[src/rtl/sprite_pkg.sv]
// Shared types and per-pose tables for the sprite animation sequencer.
// POSE_BASE places each pose's frames back to back in the sprite ROM.
package sprite_pkg;

  localparam int NUM_POSES  = 6;
  localparam int MAX_FRAMES = 4;
  localparam int FRAME_W    = 64;
  localparam int FRAME_H    = 96;
  localparam int FRAME_SIZE = FRAME_W * FRAME_H;

  typedef enum logic [2:0] {
    POSE_STAND  = 3'd0,
    POSE_PUNCH  = 3'd1,
    POSE_JUMP   = 3'd2,
    POSE_CROUCH = 3'd3,
    POSE_WALK_L = 3'd4,
    POSE_WALK_R = 3'd5
  } pose_e;

  typedef enum logic [1:0] {
    ST_LOOP,
    ST_ONESHOT,
    ST_HOLD
  } state_e;

  localparam int FRAME_COUNT [NUM_POSES] = '{1, 3, 4, 1, 4, 4};

  localparam logic [31:0] POSE_BASE [NUM_POSES] = '{
    32'(0),
    32'(1 * FRAME_SIZE),
    32'(4 * FRAME_SIZE),
    32'(8 * FRAME_SIZE),
    32'(9 * FRAME_SIZE),
    32'(13 * FRAME_SIZE)
  };

  // Punch and jump play once and then fall back to standing.
  function automatic logic is_oneshot(input logic [2:0] pose);
    return (pose == POSE_PUNCH) || (pose == POSE_JUMP);
  endfunction

endpackage

[src/rtl/sprite_addr_pipe.sv]
// Per-pixel sprite ROM address generation with horizontal mirroring, and the
// 3-stage pipeline that turns returned palette indices into pixel_idx/sprite_on.
module sprite_addr_pipe
  import sprite_pkg::*;
#(
  parameter int FRAME_W    = 64,
  parameter int FRAME_H    = 96,
  parameter int ADDR_W     = 16,
  parameter int FRAME_BITS = 2
) (
  input  logic                  vga_clk,
  input  logic                  reset,
  input  logic [2:0]            pose,
  input  logic [FRAME_BITS-1:0] frame,
  input  logic                  mirror,
  input  logic [9:0]            DrawX,
  input  logic [9:0]            DrawY,
  input  logic [9:0]            PosX,
  input  logic [9:0]            PosY,
  input  logic                  blank,
  input  logic [3:0]            rom_data,
  output logic [ADDR_W-1:0]     rom_addr,
  output logic [3:0]            pixel_idx,
  output logic                  sprite_on
);

  logic              x_in, y_in, in_box;
  logic [9:0]        dx, dy;
  logic [31:0]       col;
  logic [ADDR_W-1:0] addr_next;
  logic              in_box_d1, in_box_d2;
  logic              blank_d1, blank_d2;
  logic              pix_hit;

  always_comb begin
    // Widen to 11 bits so a box near the right/bottom edge never wraps to 0.
    x_in   = ({1'b0, DrawX} >= {1'b0, PosX}) &&
             ({1'b0, DrawX} <  ({1'b0, PosX} + 11'(FRAME_W)));
    y_in   = ({1'b0, DrawY} >= {1'b0, PosY}) &&
             ({1'b0, DrawY} <  ({1'b0, PosY} + 11'(FRAME_H)));
    in_box = x_in && y_in;
    dx     = DrawX - PosX;
    dy     = DrawY - PosY;
    col    = mirror ? (32'(FRAME_W - 1) - 32'(dx)) : 32'(dx);
    addr_next = ADDR_W'(POSE_BASE[pose])
              + ADDR_W'(32'(frame) * 32'(FRAME_W * FRAME_H))
              + ADDR_W'(32'(dy) * 32'(FRAME_W))
              + ADDR_W'(col);
    pix_hit = in_box_d2 && blank_d2 && (rom_data != 4'd0);
  end

  // NOTE: registers use non-blocking assignments so every stage samples the
  // previous stage's value from before the edge, giving a true pipeline.
  always_ff @(posedge vga_clk) begin
    if (reset) begin
      rom_addr  <= '0;
      in_box_d1 <= 1'b0;
      in_box_d2 <= 1'b0;
      blank_d1  <= 1'b0;
      blank_d2  <= 1'b0;
      pixel_idx <= 4'd0;
      sprite_on <= 1'b0;
    end else begin
      rom_addr  <= in_box ? addr_next : '0;
      in_box_d1 <= in_box;
      blank_d1  <= blank;
      in_box_d2 <= in_box_d1;
      blank_d2  <= blank_d1;
      sprite_on <= pix_hit;
      pixel_idx <= pix_hit ? rom_data : 4'd0;
    end
  end

endmodule

[src/rtl/sprite_anim_sequencer.sv]
// Character sprite animation: pose/frame sequencing on video-frame ticks
// (loop, one-shot, hold) feeding the per-pixel sprite ROM address pipeline.
module sprite_anim_sequencer
  import sprite_pkg::*;
#(
  parameter int NUM_POSES       = 6,
  parameter int MAX_FRAMES      = 4,
  parameter int FRAME_W         = 64,
  parameter int FRAME_H         = 96,
  parameter int TICKS_PER_FRAME = 6,
  parameter int ADDR_W          = 16
) (
  input  logic                          vga_clk,
  input  logic                          reset,
  input  logic                          frame_tick,
  input  logic [2:0]                    pose_req,
  input  logic                          facing_left,
  input  logic [9:0]                    DrawX,
  input  logic [9:0]                    DrawY,
  input  logic [9:0]                    PosX,
  input  logic [9:0]                    PosY,
  input  logic                          blank,
  output logic [ADDR_W-1:0]             rom_addr,
  input  logic [3:0]                    rom_data,
  output logic [3:0]                    pixel_idx,
  output logic                          sprite_on,
  output logic [2:0]                    pose_cur,
  output logic [$clog2(MAX_FRAMES)-1:0] frame_cur,
  output logic                          busy
);

  localparam int FRAME_BITS = $clog2(MAX_FRAMES);
  localparam int TICK_W     = (TICKS_PER_FRAME > 1) ? $clog2(TICKS_PER_FRAME) : 1;

  state_e                state;
  logic [TICK_W-1:0]     tick_cnt;
  logic                  mirror;
  logic [2:0]            pose_sel;
  logic                  tick_wrap;
  logic [FRAME_BITS-1:0] last_frame;

  always_comb begin
    pose_sel   = (int'(pose_req) >= NUM_POSES) ? 3'(POSE_STAND) : pose_req;
    tick_wrap  = (tick_cnt == TICK_W'(TICKS_PER_FRAME - 1));
    last_frame = FRAME_BITS'(FRAME_COUNT[pose_cur] - 1);
  end

  // Reset has priority, so a frame_tick in the same cycle is dropped.
  always_ff @(posedge vga_clk) begin
    if (reset) begin
      state     <= ST_LOOP;
      pose_cur  <= 3'(POSE_STAND);
      frame_cur <= '0;
      tick_cnt  <= '0;
      mirror    <= 1'b0;
      busy      <= 1'b0;
    end else if (frame_tick) begin
      mirror <= facing_left;
      case (state)
        ST_LOOP: begin
          if (is_oneshot(pose_sel)) begin
            state     <= ST_ONESHOT;
            pose_cur  <= pose_sel;
            frame_cur <= '0;
            tick_cnt  <= '0;
            busy      <= 1'b1;
          end else if (pose_sel != pose_cur) begin
            pose_cur  <= pose_sel;
            frame_cur <= '0;
            tick_cnt  <= '0;
          end else if (tick_wrap) begin
            tick_cnt  <= '0;
            frame_cur <= (frame_cur == last_frame) ? '0 : frame_cur + 1'b1;
          end else begin
            tick_cnt <= tick_cnt + 1'b1;
          end
        end
        ST_ONESHOT: begin
          if (tick_wrap) begin
            tick_cnt <= '0;
            if (frame_cur == last_frame) state <= ST_HOLD;
            else frame_cur <= frame_cur + 1'b1;
          end else begin
            tick_cnt <= tick_cnt + 1'b1;
          end
        end
        ST_HOLD: begin
          if (tick_wrap) begin
            state     <= ST_LOOP;
            pose_cur  <= 3'(POSE_STAND);
            frame_cur <= '0;
            tick_cnt  <= '0;
            busy      <= 1'b0;
          end else begin
            tick_cnt <= tick_cnt + 1'b1;
          end
        end
        default: state <= ST_LOOP;
      endcase
    end
  end

  sprite_addr_pipe #(
    .FRAME_W    (FRAME_W),
    .FRAME_H    (FRAME_H),
    .ADDR_W     (ADDR_W),
    .FRAME_BITS (FRAME_BITS)
  ) u_addr_pipe (
    .vga_clk   (vga_clk),
    .reset     (reset),
    .pose      (pose_cur),
    .frame     (frame_cur),
    .mirror    (mirror),
    .DrawX     (DrawX),
    .DrawY     (DrawY),
    .PosX      (PosX),
    .PosY      (PosY),
    .blank     (blank),
    .rom_data  (rom_data),
    .rom_addr  (rom_addr),
    .pixel_idx (pixel_idx),
    .sprite_on (sprite_on)
  );

endmodule

[config.mk]
export PLATFORM = sky130hd
export DESIGN_NAME = sprite_anim_sequencer
export DESIGN_NICKNAME = d
export VERILOG_FILES = /design/src/rtl/sprite_pkg.sv /design/src/rtl/sprite_addr_pipe.sv /design/src/rtl/sprite_anim_sequencer.sv
export SDC_FILE = /design/constraint.sdc
export NUM_CORES = 1
export LEC_CHECK = 0
export ABC_AREA = 0
export CORE_MARGIN = 2
export CORE_UTILIZATION = 47
export CTS_CLUSTER_DIAMETER = 80
export DETAILED_ROUTE_END_ITERATION = 10
export PLACE_DENSITY = 0.8
export SETUP_SLACK_MARGIN = 0.15
export SYNTH_ARGS = -nofsm -noshare
export SYNTH_HDL_FRONTEND = slang
export SYNTH_SLANG_ARGS = --single-unit
[constraint.sdc]
create_clock -name vga_clk -period 5.8 [get_ports vga_clk]
set_clock_uncertainty 0.1 [all_clocks]
set_input_delay 1.16 -clock vga_clk [delete_from_list [all_inputs] [get_ports vga_clk]]
set_output_delay 1.16 -clock vga_clk [all_outputs]
set_load 0.01 [all_outputs]
==> results.toml, run 1 <==
[detailed_routing]
routed_wl_mm = 10.21
vias = 3491
first_pass_iters = 4
drc = 0
wl_per_cell_um = 16.02
detail-route-antenna-nets = 0
drt_iter0_drc = 212
routed_via_density = 5.480

[cts]
hold_buffers = 0
clock-root-buffer = "clkbuf_8"
cts_max_level = 2
tritoncts = "built"
clock-sinks = 37
cts_buffer_depth = 2
cts_buffers = 5
path_clk_slew_ps = 80
clk_latency_ps = 300

[timing]
period_needed_ps = 5572
setup_viol = 0
fin_crit_sh_pct = 96.07
hold_violations = 0
slew_viol_final = 0
rsz0062_at_grt = "no"
slew_headroom_pct = 50.14
fmax_ghz = 0.1795
tightest_slew_ps = 745.6

[power]
powerDensity_mw_per_mm2 = 256.6
leakage_nw = 2.295
irDropWorstVdd_v = 0.0001386
p_total_mw = 1.309

[placement]
dp_hpwl_mm = 6.562
placed_cell_area_mm2 = 0.004558
io_buffers = 78
gp_congestion = 0.8841

[critical_path]
cp_slowest_cell = "fa_1"
startpoint_type = "input port"
slowest_delay_ps = 580
crit_fanout = 3
arrival_ps = 5710
crit_type = "input port to flop"
end_kind = "flop"
crit_required_ps = 5940
path_cells = "dlymetal6s2s_1 -> ha_2 -> fa_2 -> nand2b_4 -> a211oi_4 -> buf_4 -> nor3_2 -> or3_4 -> inv_4 -> ha_4 -> a41oi_4 -> inv_2 -> fa_1 -> fa_1 -> inv_2 -> ha_4 -> nand2_4 -> o21ai_4 -> o41ai_4 -> xor2_1 -> xnor3_1 -> nor2_1"

[layout]
mostFrequentLayoutCell = "clkdlybuf4s50_1"
fin_util_pct = 70.74
fillerInstances = 523
nets = 655
stdcell_area_mm2 = 0.005104
drive_above_1_share_pct = 19.70
multi_input_area_mm2 = 0.002826
synthToLayoutAreaGrowth_pct = 46.62
n_antenna_cell = 0
regArea_um2 = 740.7
final_cell_mix = "68 x clkdlybuf4s50_1, 50 x inv_1, 42 x ha_1"

[global_route]
grt_pass1_vias = 3415
antenna_found_initial = 0
gr-usage-all-layers_pct = 22.27
grt.overflow.total = 0
grt_pass1_wl_mm = 15.04
grt_max_degree = 18

[synth]
ys_ff_latch = 37
ys_warn_count = 0
synth-seq-area-share_pct = 21.28
synth_cell_type_count = 54
synth_edf_count = 0
synthFlopType = "dfxtp_1"
synth_cells = 417
synthArstFlopShare_pct = 0
synth_area_mm2 = 0.003481
synthesis.nets = 535
synth_area_per_cell_um2 = 8.347

[worst_hold_path]
hold_path_class = "flop to flop"

[die]
core-area_mm2 = 0.007214
start_util_pct = 48.25
fp.dieArea_mm2 = 0.008111
die_w_um = 90.06
fp.dieH_um = 90.06
ios = 79
std_cell_rows = 31

[status]
status = "finished, final reports clean"

[job]
max-cap-violations = 0
==> worst max-delay path, delay by kind of cell <==
family	cells	cell delay, ps
AND/OR/NAND/NOR	5	780
XOR/XNOR	2	510
adder cells (fa/ha/maj)	6	1930
AO/OA/AOI/OAI	4	800
buffers and inverters	5	530
==> timing repair <==
| item | CTS | global route |
|---|---|---|
| setup endpoints to repair | 2 | 3 |
| pin swaps | 24 | 29 |
| buffers inserted | 5 | 8 |
| cloned | 0 | 0 |
| gates resized for setup | 33 | 49 |
==> path summary, 6_finish.rpt <==
kind	startpoint	slack [ps]	cells after the start	endpoint
worst min-delay path	u_addr_pipe.blank_d1	350	1	u_addr_pipe.blank_d2
worst min register to register	u_addr_pipe.blank_d1	350	1	u_addr_pipe.blank_d2
worst max-delay path	PosX[0]	230	22	u_addr_pipe.rom_addr[15]
worst max register to register	mirror	1900	13	u_addr_pipe.rom_addr[15]
==> logic make-up after synthesis <==
kind of cell / after synthesis / share of synthesized area (%)
fa+ha+maj: 66 / 26.10
simple gates: 120 / 17.18
buf+inv: 65 / 7.333
xor+xnor: 37 / 9.705
mux: 5 / 1.438
compound gates: 87 / 16.97
flops: 37 / 21.28
==> Yosys cell counts, types with 2 or more instances <==
master	n	share of area, %
o31a_1	2	0.50
a21o_1	7	1.5
nor2b_1	14	2.5
o22ai_1	3	0.54
ha_1	55	20
and2_1	4	0.72
nand4_1	3	0.54
a211oi_1	5	1.1
a31oi_1	4	0.72
a311oi_1	2	0.50
nand3_1	4	0.58
nor3b_1	2	0.43
fa_1	11	6.3
xor2_1	12	3.0
or3_1	5	0.90
dfxtp_1	37	21
o21ai_1	3	0.43
clkbuf_1	2	0.22
nand2b_1	7	1.3
nor3_1	8	1.2
xnor2_1	24	6.0
o21ai_0	19	2.7
nor4_1	3	0.54
mux2i_1	5	1.4
nand2_1	27	2.9
or4b_1	2	0.58
a31o_2	2	0.50
a21oi_1	26	3.7
inv_1	59	6.4
nor2_1	36	3.9
==> flip-flops by register name, summed over array words and instances (netlist names) <==
name	cells
tick_cnt	3
u_addr_pipe.in_box_d2	1
u_addr_pipe.in_box_d1	1
u_addr_pipe.sprite_on	1
u_addr_pipe.rom_addr	16
busy	1
mirror	1
pose_cur	3
state	2
u_addr_pipe.pixel_idx	4
u_addr_pipe.blank_d2	1
frame_cur	2
u_addr_pipe.blank_d1	1
==> per-layer routing <==
layer | GRT usage [%] | vias up | wire [µm]
met5 | 0 | - | 0
met3 | 2.766 | 36 | 477
met2 | 40.79 | 148 | 5129
li1 | - | 1662 | -
met1 | 26.48 | 1645 | 4218
met4 | 8.333 | 0 | 380
==> cell type report <==
class                           count  share of cell area (%)
Multi-Input combinational cell    315                   55.38
Timing Repair Buffer              118                   21.60
Sequential cell                    37                   14.51
Inverter                           60                   4.462
Tap cell                           99                   2.427
Clock buffer                        6                   1.422
Clock inverter                      2                  0.1961
==> metrics by stage <==
stage                     instances  setup WS [ps]  hold WS, ps  setup TNS, ps
after floorplan                 417          155.7        313.8              0
after global placement          616         -405.4        317.2         -723.0
after detailed placement        616         -518.1        325.5          -1069
after CTS                       629          209.5        344.9              0
after global routing            637          95.07        374.4              0
final                           637          227.8        348.7              0
==> report_power, final <==
| group | internal (mW) | switching, mW | total, mW |
|---|---|---|---|
| clock | 0.0834 | 0.0983 | 0.182 |
| combinational | 0.425 | 0.416 | 0.841 |
| sequential | 0.269 | 0.0174 | 0.287 |
| total | 0.778 | 0.532 | 1.31 |
Power figures use the tool's default switching activity.
==> run 2, diff against run 1 <==
==> constraint.sdc (replaced) <==
create_clock -name vga_clk -period 5.8 [get_ports vga_clk]
set_clock_uncertainty 0.1 [all_clocks]
set_input_delay 1.74 -clock vga_clk [delete_from_list [all_inputs] [get_ports vga_clk]]
set_output_delay 1.74 -clock vga_clk [all_outputs]
set_load 0.01 [all_outputs]
==> results.toml, run 2 (synthesis gave the netlist of run 1 again) <==
[global_route]
grt_pass1_wl_mm = 15.17
grt.overflow.total = 0
grt_max_degree = 18
grt_pass1_vias = 3548
antenna_found_initial = 0
gr-usage-all-layers_pct = 22.37

[detailed_routing]
routed_wl_mm = 9.123
wl_per_cell_um = 13.76
detail-route-antenna-nets = 0
drt_iter0_drc = 100
routed_via_density = 5.213
drc = 0
vias = 3456
first_pass_iters = 4

[worst_hold_path]
hold_path_class = "flop to flop"

[die]
start_util_pct = 48.25
std_cell_rows = 31
ios = 79
fp.dieArea_mm2 = 0.008111
core-area_mm2 = 0.007214
fp.dieH_um = 90.06
die_w_um = 90.06

[layout]
top_register = "u_addr_pipe.rom_addr"
mostFrequentLayoutCell = "clkdlybuf4s50_1"
stdcell_area_mm2 = 0.005321
final_cell_mix = "68 x clkdlybuf4s50_1, 59 x buf_4, 50 x inv_1"
largest_reg_flops = 16
drive_above_1_share_pct = 23.94
top_regs = "u_addr_pipe.rom_addr: 16 flops, u_addr_pipe.pixel_idx: 4 flops"
n_antenna_cell = 0
nets = 681
synthToLayoutAreaGrowth_pct = 52.88

[cts]
clock-sinks = 37
cts_buffers = 5
tritoncts = "built"
clk_latency_ps = 300
path_clk_slew_ps = 80
clock-root-buffer = "clkbuf_8"
cts_max_level = 2
cts_buffer_depth = 2

[power]
p_total_mw = 1.333
leakage_nw = 2.350
powerDensity_mw_per_mm2 = 250.6
irDropWorstVdd_v = 0.0001309

[timing]
period_needed_ps = 5885
slew_viol_final = 0
fmax_ghz = 0.1699
tightest_slew_ps = 601.1
setup_viol = 1
slew_headroom_pct = 59.80
tns_ps = -85.33
fin_ws_ps = -85.33
hold_violations = 0
rsz0062_at_grt = "yes"
timing.hold.ws_ps = 348.3
fin_crit_sh_pct = 101.5

[job]
max-cap-violations = 0

[placement]
io_buffers = 78
dp_hpwl_mm = 6.846
gp_congestion = 0.8941
placed_cell_area_mm2 = 0.004835

[status]
status = "complete, but fails checks"
violations = "setup timing"

[critical_path]
crit_required_ps = 5930
startpoint_type = "input port"
crit_fanout = 2
end_kind = "flop"
arrival_ps = 6020
crit_type = "input port to flop"
-- run 2: cell count changes in the layout (fill, tap and decap cells not counted), moves of 2 or more --
cell,change
ha_1,-2
clkinv_2,-2
dlygate4sd2_1,+6
a21oi_1,+2
o21ai_2,+3
o21ai_4,-2
o21ai_0,-2
nor2_2,+2
ha_4,+3
dlymetal6s2s_1,-9
buf_4,+20
buf_6,+7
-- run 2: per-stage QoR --
step	utilization [%]	worst slack, ps	cells
6_report	73.76	-85.33	663
5_1_grt	73.76	-294.0	663
4_1_cts	72.56	7.685	658
3_5_place_dp	67.01	-1026	639
3_3_place_gp	67.01	-807.7	639
2_1_floorplan	-	-75.79	417
-- run 2: worst paths after layout --
path                                    to  slack [ps]  cells past startpoint                 start
setup / recovery  u_addr_pipe.rom_addr[15]         -90                     24              DrawX[0]
hold / removal        u_addr_pipe.blank_d2         350                      1  u_addr_pipe.blank_d1
setup reg to reg  u_addr_pipe.rom_addr[15]        2090                     13                mirror
hold reg to reg       u_addr_pipe.blank_d2         350                      1  u_addr_pipe.blank_d1
-- run 2: final cells by class --
cell class / instances / area, µm²
tap: 99 / 123.9
clock buffer: 5 / 68.82
fill: 515 / 1893
timing repair buffer: 144 / 1296
clock inverter: 3 / 46.29
inverter: 60 / 235.2
sequential: 37 / 740.7
multi-input combinational: 315 / 2810
-- run 2: critical path, stage by stage --
cell and delay (ps):
buf_8 80, inv_8 30, ha_4 150, fa_2 370, nand2b_4 170, a211oi_4 240, nor3_1 120, or3_4 410
inv_4 70, buf_4 100, buf_4 100, a221o_1 130, o21ai_1 80, nor3b_2 220, ha_1 280, ha_4 230
ha_1 290, a21o_1 170, a21oi_2 160, o21ai_2 90, o41ai_2 230, xor2_1 220, xnor3_1 230, nor2_1 110
-- run 2: layer usage --
metal,track usage (%),up-vias,routed length (µm)
met4,8.590,0,284
met1,25.04,1614,3636
met3,2.263,27,380
li1,-,1708,-
met5,0,-,0
met2,43.11,107,4821
-- run 2: timing repair --
item | 4_1_cts | 5_1_grt
setup buffers | 11 | 5
gates cloned | 0 | 0
hold buffers | 0 | 0
pin swaps | 35 | 9
endpoints found under the setup margin | 6 | 4
gates resized for setup | 66 | 9
-- run 2: power by group --
part / switching [mW] / leakage (nW) / total, mW / internal [mW]
registers: 0.0174 / 0.300 / 0.287 / 0.269
clock network: 0.101 / 0.0543 / 0.229 / 0.129
logic: 0.374 / 2.00 / 0.818 / 0.443
total: 0.492 / 2.35 / 1.33 / 0.841
==> run 3, diff against run 2 <==
CORE_UTILIZATION = 52   (was 47)
PLACE_DENSITY = 0.84   (was 0.8)
clock period = 6.4 ns   (was 5.8 ns; I/O delays follow)
==> results.toml, run 3 (synthesis gave the netlist of run 1 again) <==
[cts]
clock-sinks = 37
tritoncts = "built"
clock-root-buffer = "clkbuf_8"
cts_buffer_depth = 2
cts_max_level = 2
path_clk_slew_ps = 80
cts_buffers = 5
hold_buffers = 0
clk_latency_ps = 290

[detailed_routing]
wl_per_cell_um = 16.03
vias = 3457
drt_iter0_drc = 204
routed_via_density = 5.505
detail-route-antenna-nets = 0
drc = 5
routed_wl_mm = 10.07
first_pass_iters = 8

[die]
start_util_pct = 54.20
std_cell_rows = 29
die_w_um = 85.82
fp.dieH_um = 85.82
fp.dieArea_mm2 = 0.007364
ios = 79
core-area_mm2 = 0.006422

[critical_path]
crit_fanout = 4
arrival_ps = 6350
startpoint_type = "input port"
crit_required_ps = 6530
end_kind = "flop"
crit_type = "input port to flop"

[status]
violations = "DRC"
status = "complete, but fails checks"

[global_route]
gr-usage-all-layers_pct = 26.00
grt_pass1_wl_mm = 15.44
grt.overflow.total = 0
grt_pass1_vias = 3489
antenna_found_initial = 0
grt_max_degree = 18

[layout]
mostFrequentLayoutCell = "clkdlybuf4s50_1"
n_antenna_cell = 0
nets = 668
fillerInstances = 369
drive_above_1_share_pct = 22.87
top_regs = "u_addr_pipe.rom_addr: 16 flops, u_addr_pipe.pixel_idx: 4 flops"
instances_no_fill = 628
largest_reg_flops = 16
synthToLayoutAreaGrowth_pct = 49.28
top_register = "u_addr_pipe.rom_addr"
final_cell_mix = "68 x clkdlybuf4s50_1, 49 x buf_4, 47 x inv_1"

[timing]
timing.hold.ws_ps = 347.2
tightest_slew_ps = 683.0
rsz0062_at_grt = "no"
hold_violations = 0
setup_viol = 0
fin_crit_sh_pct = 97.17
fin_ws_ps = 181.4
period_needed_ps = 6219
slew_headroom_pct = 54.32
fmax_ghz = 0.1608
slew_viol_final = 0

[placement]
dp_hpwl_mm = 6.817
dp_slack_ps = -580.8
io_buffers = 78
gp_congestion = 0.8975
place_inst = 605

[job]
max-cap-violations = 0

[power]
irDropWorstVdd_v = 0.0001786
leakage_nw = 2.314
powerDensity_mw_per_mm2 = 235.9

[worst_hold_path]
hold_path_class = "flop to flop"
## run 3: cell types whose count changed in the layout (fill, tap and decap cells not counted), moves of 2 or more
cell	previous run	this run
buf_4	59	49
dlymetal6s2s_1	0	2
clkbuf_2	0	2
nor3_2	0	2
ha_1	40	43
a21oi_1	23	21
buf_6	8	6
ha_4	14	12
inv_1	50	47
dlygate4sd2_1	6	4
inv_2	8	11
## run 3: power breakdown
group / switching (mW) / internal [mW]
Clock: 0.0889 / 0.157
Sequential: 0.0151 / 0.244
Combinational: 0.356 / 0.365
Total: 0.460 / 0.766
## run 3: worst paths after layout
path                                      startpoint                       end  slack, ps  depth (start not counted)
worst max-delay path                         PosX[7]  u_addr_pipe.rom_addr[15]        180                         22
worst min-delay path            u_addr_pipe.blank_d1      u_addr_pipe.blank_d2        350                          1
worst max register to register                mirror  u_addr_pipe.rom_addr[15]       2600                         14
worst min register to register  u_addr_pipe.blank_d1      u_addr_pipe.blank_d2        350                          1
## run 3: cell type report
cell class	count	area, µm²	area share [%]
Multi-Input combinational cell	315	2805	53.99
Timing Repair Buffer	131	1186	22.83
Sequential cell	37	740.7	14.25
Inverter	60	230.2	4.431
Tap cell	77	96.34	1.854
Clock buffer	5	68.82	1.324
Clock inverter	3	68.82	1.324
## run 3: metal layers
layer / wire [µm] / global-route usage [%] / up-vias
li1: - / - / 1686
met1: 3912 / 28.50 / 1610
met2: 5427 / 50.07 / 137
met3: 489 / 4.524 / 24
met4: 235 / 8.658 / 0
met5: 0 / 0 / -
## run 3: timing repair
action / in CTS / in global routing
setup buffers: 7 / 8
endpoints found under the setup margin: 3 / 2
hold endpoints to repair: 0 / 0
resized for setup: 49 / 35
pin swaps: 33 / 17
## run 3: critical path, stage by stage
cell,delay [ps]
clkdlybuf4s50_1,520
inv_1,90
ha_4,230
a21oi_1,180
o21ai_1,130
a31oi_2,260
xnor2_2,170
buf_4,170
a41oi_4,150
buf_6,160
buf_6,100
fa_1,510
inv_2,40
fa_1,520
inv_2,50
ha_4,270
nor2_2,50
nor2_2,160
o41ai_4,100
xor2_1,210
xnor3_1,250
nor2_1,110
## run 3: through the flow
| stage | total power, mW | cell area (µm²) | TNS (ps) | util [%] |
|---|---|---|---|---|
| 2_1_floorplan | 0.6370 | 3545 | 0 | - |
| 3_3_place_gp | 0.8108 | 4677 | -634.0 | 72.82 |
| 3_5_place_dp | 0.8411 | 4677 | -1169 | 72.82 |
| 4_1_cts | 1.156 | 5034 | 0 | 78.38 |
| 5_1_grt | 1.303 | 5196 | 0 | 80.91 |
| 6_report | 1.226 | 5196 | 0 | 80.91 |
